## config.mk

```make
export PLATFORM = sky130hd
export DESIGN_NAME = riscv_core_divider
export DESIGN_NICKNAME = d
export VERILOG_FILES = /design/src/rtl/riscv_core_divider.sv
export SDC_FILE = /design/constraint.sdc
export NUM_CORES = 1
export LEC_CHECK = 0
export CAP_MARGIN = 40
export CORE_MARGIN = 5
export CORE_UTILIZATION = 56
export CTS_BUF_LIST = sky130_fd_sc_hd__clkbuf_4 sky130_fd_sc_hd__clkbuf_8
export CTS_CLUSTER_DIAMETER = 150
export DETAILED_ROUTE_END_ITERATION = 16
export GPL_TIMING_DRIVEN = 0
export PLACE_DENSITY = 0.77
export SETUP_SLACK_MARGIN = 0.3
export SLEW_MARGIN = 20
export SYNTH_ARGS = -nofsm -noshare
export SYNTH_HDL_FRONTEND = slang
export SYNTH_SLANG_ARGS = --single-unit
```

## constraint.sdc

```tcl
create_clock -name i_mul_div_ctrl_clk -period 4.11 [get_ports i_mul_div_ctrl_clk]
set_clock_uncertainty 0.15 [all_clocks]
set_input_delay 0.822 -clock i_mul_div_ctrl_clk [delete_from_list [all_inputs] [get_ports i_mul_div_ctrl_clk]]
set_output_delay 0.822 -clock i_mul_div_ctrl_clk [all_outputs]
set_load 0.005 [all_outputs]
```

## src/rtl/riscv_core_divider.sv

```systemverilog
// Iterative radix-2 restoring divider for the RV64M DIV/REM family, including W variants.
// One quotient bit per cycle; operands are captured on the accepted start.
module riscv_core_divider #(
    parameter int XLEN = 64
) (
    input  logic            i_mul_div_ctrl_clk,
    input  logic            i_mul_div_ctrl_rstn,
    input  logic            i_div_start,
    input  logic [XLEN-1:0] i_div_srcA,
    input  logic [XLEN-1:0] i_div_srcB,
    input  logic [2:0]      i_div_control,
    input  logic            i_div_isword,
    output logic [XLEN-1:0] o_div_result,
    output logic            o_div_done,
    output logic            o_div_busy
);

    typedef enum logic [2:0] {IDLE, PREP, CALC, FIX, DONE} state_t;

    state_t          state, state_nxt;
    logic [XLEN-1:0] a_q, b_q, bmag, q_sr, result_q;
    logic [XLEN:0]   rem;
    logic [1:0]      ctrl_q;
    logic            word_q, neg_a, neg_b;
    logic [5:0]      cnt;
    logic            ctrl_unused;

    assign ctrl_unused = i_div_control[2];

    logic            is_signed, sa, sb;
    logic [XLEN-1:0] op_a, op_b, mag_a, mag_b;

    assign is_signed = ~ctrl_q[0];

    // Operand conditioning used in PREP: width select, extension, magnitude
    always_comb begin
        op_a = a_q;
        op_b = b_q;
        if (word_q) begin
            op_a = is_signed ? {{(XLEN-32){a_q[31]}}, a_q[31:0]} : {{(XLEN-32){1'b0}}, a_q[31:0]};
            op_b = is_signed ? {{(XLEN-32){b_q[31]}}, b_q[31:0]} : {{(XLEN-32){1'b0}}, b_q[31:0]};
        end
        sa    = is_signed & op_a[XLEN-1];
        sb    = is_signed & op_b[XLEN-1];
        mag_a = sa ? (~op_a + 1'b1) : op_a;
        mag_b = sb ? (~op_b + 1'b1) : op_b;
    end

    logic [XLEN+1:0] trial, diff;
    logic            ge;

    assign trial = {rem, q_sr[XLEN-1]};
    assign diff  = trial - {2'b00, bmag};
    assign ge    = ~diff[XLEN+1];

    logic [XLEN-1:0] q_n, r_n, sel, fin;

    always_comb begin
        q_n = word_q ? {{(XLEN-32){1'b0}}, q_sr[31:0]} : q_sr;
        r_n = word_q ? {{(XLEN-32){1'b0}}, rem[31:0]}  : rem[XLEN-1:0];
        if ((neg_a ^ neg_b) && (bmag != '0))
            q_n = ~q_n + 1'b1;
        if (neg_a)
            r_n = ~r_n + 1'b1;
        sel = ctrl_q[1] ? r_n : q_n;
        fin = word_q ? {{(XLEN-32){sel[31]}}, sel[31:0]} : sel;
    end

    always_ff @(posedge i_mul_div_ctrl_clk or negedge i_mul_div_ctrl_rstn) begin
        if (!i_mul_div_ctrl_rstn)
            state <= IDLE;
        else
            state <= state_nxt;
    end

    always_comb begin
        state_nxt = state;
        case (state)
            IDLE:    if (i_div_start) state_nxt = PREP;
            PREP:    state_nxt = CALC;
            CALC:    if (cnt == '0) state_nxt = FIX;
            FIX:     state_nxt = DONE;
            DONE:    state_nxt = IDLE;
            default: state_nxt = IDLE;
        endcase
    end

    always_ff @(posedge i_mul_div_ctrl_clk or negedge i_mul_div_ctrl_rstn) begin
        if (!i_mul_div_ctrl_rstn) begin
            a_q      <= '0;
            b_q      <= '0;
            ctrl_q   <= '0;
            word_q   <= 1'b0;
            neg_a    <= 1'b0;
            neg_b    <= 1'b0;
            bmag     <= '0;
            rem      <= '0;
            q_sr     <= '0;
            cnt      <= '0;
            result_q <= '0;
        end else begin
            case (state)
                IDLE: begin
                    if (i_div_start) begin
                        a_q    <= i_div_srcA;
                        b_q    <= i_div_srcB;
                        ctrl_q <= i_div_control[1:0];
                        word_q <= i_div_isword;
                    end
                end
                PREP: begin
                    neg_a <= sa;
                    neg_b <= sb;
                    bmag  <= mag_b;
                    rem   <= '0;
                    // Word dividends sit in the top half so Q's MSB is always the next bit to consume
                    q_sr  <= word_q ? {mag_a[31:0], {(XLEN-32){1'b0}}} : mag_a;
                    cnt   <= word_q ? 6'd31 : 6'd63;
                end
                CALC: begin
                    rem  <= ge ? diff[XLEN:0] : trial[XLEN:0];
                    q_sr <= {q_sr[XLEN-2:0], ge};
                    cnt  <= cnt - 6'd1;
                end
                FIX:     result_q <= fin;
                default: ;
            endcase
        end
    end

    assign o_div_result = result_q;
    assign o_div_done   = (state == DONE);
    assign o_div_busy   = (state != IDLE);

endmodule

```

Word level (Yosys, flattened, before mapping). Index checks and enable logic that the tools add are counted.

Bitwise gates (word level): 9. Add/subtract/negate cells: 6. Reduce and logical (&&, ||, !) cells: 8. Muxes and demuxes: 21. Equality and inequality tests: 6.

Operators by type and width (number): $mux 64 (13); $add 64x1->64 const B (4); $not 64->64 (4); $pmux 65 s2 (1); $pmux 64 s2 (1); $sub 66x64->66 (1); $mux 65 (1); $reduce_bool 64->1 (1); $pmux 3 s4 (1); $pmux 6 s2 (1); $eq 3x2->1 const B (2); $logic_not 6->1 (1); $mux 3 (2); $mux 6 (1); $sub 6x1->6 const B (1); $ne 2x2->1 const B (2); $reduce_and 2->1 (2); $eq 3x1->1 const B (1); $eq 3x3->1 const B (1); $logic_not 3->1 (1); $reduce_bool 3->1 (1); $and 1x1->1 (2); $not 1->1 (2); $reduce_bool 2->1 (1); 2 further kinds (2).

Logic and storage cells: 62. Register bits after elaboration: 399. Output and inout bits: 66. Input port bits: 135.

Logic depth before layout (Yosys ltp).
Depth after elaboration: 7. Depth in mapped cells: 15. Mapped depth without buffers: 14.

Worst setup path before layout. Ideal clock, no wire load.

Kind: flip-flop to flip-flop. Start point: register q_sr[63]. End point: register rem[54]. Setup slack: 0.591 ns. Buffers on the path: 0. Data arrival time: 3.253 ns. Required time: 3.844 ns. Cell stages (with the launch flop): 14. Cells stage by stage: dfrtp_1 inv_1 ha_1 inv_1 fa_1 a21o_1 a221o_1 a311oi_1 o21ai_1 a41o_1 a2111oi_0 nor2_1 xnor2_1 o311ai_0.

Cells in the longest elaborated chain, start to end: 3.

RTL lines: from (decl) (RTL line 21) `logic [XLEN-1:0] a_q, b_q, bmag, q_sr, result_q;`; from (signal assigned) (RTL line 117) `q_sr <= word_q ? {mag_a[31:0], {(XLEN-32){1'b0}}} : mag_a;`; from (signal assigned) (RTL line 122) `q_sr <= {q_sr[XLEN-2:0], ge};`; $sub 66x64->66 (RTL line 53) `assign diff = trial - {2'b00, bmag};`; $mux 65 (RTL line 121) `rem <= ge ? diff[XLEN:0] : trial[XLEN:0];`; $pmux 65 s2 (RTL line 102) `case (state)`; to (signal assigned) (RTL line 121); to (decl) (RTL line 22) `logic [XLEN:0] rem;`.

Every way passes these cells. A chain may end at the register's enable or synchronous reset.

Worst setup path in the final report.
Start point: register q_sr[63]. End point: register rem[58].

Same word-level chain as after synthesis.

==> metrics list <==
- A synthesized cell averages 8.306 um^2.
- The worst path in the final design needs a cycle of 3.839 ns, including I/O delays and setup.
- After the last flow step, the layout net total stands at 3797.
* Routed vias/inst: 6.566
* Syn Nets: 3491
* Total CTS buffers: 71
- Worst-case hold slack: 0.006052 ns
* Ranking of synthesized cells by instance count: nand2_1, dfrtp_1, o21ai_0, a21oi_1, nor2_1
- In this run, synthesis inferred 0 flip-flops with an integrated enable.
- Timing analysis after detailed placement gives a worst setup slack of -0.8686 ns.
* Clock tree from TritonCTS: done
- Htree depth: 3
* Number of distinct standard cells referenced by the synthesized netlist: 88
* Number of register bits inferred by synthesis: 399
* Number of cells after detailed placement: 4112
* Setup repair after global routing missed its margin: yes
- Placer's final routability congestion estimate: 1.049
* Highest achievable clock rate: 260.5 MHz
- Setup violations remaining at the end of the flow were counted as 0.
- Number of max-cap violations: 0
- The routed design has 106500 um of wire.
- Final routed DRC violation total: 0
- The flow ran to the end, and the final reports show no timing, DRC or antenna violations.
* Launching point of the worst reg2reg path: q_sr[63]$_DFFE_PN0N_
* Filler cell count: 3988
* Register area share after synthesis: 36.60%
* Final worst setup slack: 0.2708 ns
- Count of final max-slew check failures: 0
* Worst-margin pin slew: 0.8989 ns
* Library cell occupying the most area in the post-synthesis netlist: dfrtp_1
* Effective utilization at floorplan: 56.91%
- At the worst endpoint, the arrival time is 4.27 ns.
* Top flip-flop cell by instance count after synthesis: dfrtp_1
* R2r worst-path depth: 15
- Once layout is done, the placed cells without fillers occupy 32320 um^2.
- Data on the critical path is required at its endpoint by 4.54 ns.
- The via count of the first global-routing pass is 26300.
* Worst Path Class, Setup: flip-flop to flip-flop
- The number of antenna violations at the first check in global routing was 2.
- Detailed placement finished with a half-perimeter wire length of 83870 um.
* Hold Path Class: input port to asynchronous set/reset pin
* Crit Path Max Fanout: 4
- In this run the vertical extent of the chip is 230.7 um.
- Minimum setup slack among reg-to-reg paths: 0.27 ns
- Sorting the synthesized cells by area gives the leading types as dfrtp_1, o21ai_0, nand2_1.
* Portion of the clock cycle consumed by the worst path in the final layout: 93.41%
- Overflow left after global routing: 0
- Die outline area: 53230 um^2
- Dividing the detail-routed wire length by the instance count gives 25.02 um.
- CTS placed an instance of clkbuf_8 at the clock tree root.
- The tree built by TritonCTS fans out to 399 sinks.
- By instance count, the leading cell after synthesis is nand2_1.
* CP Launch Type: flip-flop
* I/O pin count: 201
- CTS clk-pin slew, worst paths: 0.07 ns
- After synthesis, the share of flip-flops with an asynchronous set or reset is 100.0%.
* FF+latch area: 9998 um^2
* Die boundary width: 230.7 um
* Top cell type's share of synthesized area: 36.60%
* IO buf count: 199
- Number of buffers between clock root and the deepest sink: 3
* Vias after detailed routing: 27940
- Post-synthesis cell area: 27280 um^2
* Core Rows: 80
* Pin count of the biggest net entering global routing: 105
- Max-slew headroom: 40.07%
- The first global-routing pass estimated 160500 um of wire.
* Nature of the critical path endpoint: flip-flop
- Multi-input gate area: 16290 um^2
- After technology mapping, the gate count stands at 3285.
- For this block, the initial DRC count from the detailed router was 3677.
- For this run, the total global-route usage over all layers was measured as 38.82%.
- Excluding fillers, the count of instances in the completed layout stands at 4255.
* Area delta synth->final: 18.46%
* Final hold viol count: 0
- Antenna violation net count after detailed routing: 0
* Length of the first detailed-routing pass in iterations: 6
- Standard cell area after detailed placement: 30260 um^2
- The total area inside the core boundary comes to 47950 um^2.
* Warnings from Yosys: 0
* Insertion delay of the later-clocked pin in the worst-skew pair: 0.68 ns
- Capture point of the worst reg-to-reg path: rem[58]$_DFFE_PN0N_
* Fraction of final layout cells with drive strength greater than 1: 11.02%
placed cells by master (no fill, tap or decap), types with 90 or more instances in the layout:
cell type,Yosys,layout
xnor2_1,172,171
mux2_2,105,105
o21ai_0,384,378
a21oi_1,229,225
dfrtp_1,399,388
clkbuf_8,0,90
nand2_1,442,441
clkbuf_1,183,162
clkdlybuf4s50_1,0,198
inv_1,132,125
nor2_1,204,203
xor2_1,123,122
cells by family after synthesis:
logic type | after synthesis | synth area share (%)
flip-flops | 399 | 36.60
adder cells (fa/ha/maj) | 71 | 3.284
buffers and inverters | 350 | 4.921
multiplexers | 128 | 5.177
XOR/XNOR | 296 | 9.571
AO/OA/AOI/OAI | 1006 | 22.52
AND/OR/NAND/NOR | 1035 | 17.93
stage by stage:
step | TNS [ns] | utilization, %
after detailed placement | -65.41 | 63.11
after global routing | 0 | 67.41
after global placement | -5968.00 | 62.66
after CTS | 0 | 66.76
final | 0 | 67.41
after floorplan | 0 | -
critical path, cell delays in order, from the launching register on:
cell	delay, ns
dfrtp_2	0.44
inv_2	0.08
ha_4	0.13
inv_2	0.04
fa_2	0.39
a21o_1	0.22
a221o_1	0.36
a311oi_4	0.42
o21ai_2	0.17
a41o_4	0.36
a2111oi_4	0.29
buf_4	0.19
nor2_4	0.04
mux2i_1	0.18
nand3_1	0.13
o21ai_1	0.15
flip-flops by register name, indices dropped and copies added (netlist names), 3 cells and up:
signal,flops
cnt,6
state,3
a_q,64
rem,65
b_q,64
bmag,64
q_sr,64
o_div_result,64
how the worst max path moves through the flow:
| stage | from | to | slack, ns | depth (start not counted) |
|---|---|---|---|---|
| final | q_sr[63]$_DFFE_PN0N_ | rem[58]$_DFFE_PN0N_ | 0.27 | 15 |
| after global routing | q_sr[63]$_DFFE_PN0N_ | rem[62]$_DFFE_PN0N_ | 0.18 | 15 |
| after CTS | bmag[11]$_DFFE_PN0P_ | rem[41]$_DFFE_PN0N_ | 0.30 | 13 |
| after detailed placement | word_q$_DFFE_PN0P_ | q_sr[59]$_DFFE_PN0N_ | -0.87 | 11 |
| after global placement | i_mul_div_ctrl_rstn | o_div_result[20]$_DFFE_PN0P_ | -14.63 | 1 |
| after floorplan | q_sr[63]$_DFFE_PN0N_ | rem[54]$_DFFE_PN0N_ | 0.59 | 13 |
cell type report:
class / instances / area share [%]
tap: 615 / 2.381
multi-input combinational: 2536 / 50.41
clock inverter: 13 / 0.3639
antenna: 1 / 0.007742
inverter: 133 / 1.545
timing repair buffer: 233 / 7.324
clock buffer: 108 / 4.251
sequential: 399 / 30.93
buffer: 217 / 2.779
what timing repair did:
item | in CTS | in global routing
gates resized for setup | 56 | 86
endpoints found under the setup margin | 208 | 112
endpoints found under the hold margin | 0 | 0
cloned | 0 | 0
pin swaps | 8 | 20
hold buffers | 0 | 0
buffers inserted | 8 | 10
routing by layer:
layer / track usage, % / part of all wire [%] / vias to the layer above / wire length (um)
met1: 54.69 / 41 / 13440 / 43620
met4: 15.53 / 4.7 / 0 / 5011
li1: - / - / 12420 / -
met2: 56.86 / 42 / 1763 / 45110
met3: 10.96 / 12 / 317 / 12730
met5: 0 / 0 / - / 0
Power is not shown: default switching activity piles up to over one toggle a cycle in this logic, so the estimate is an artifact.
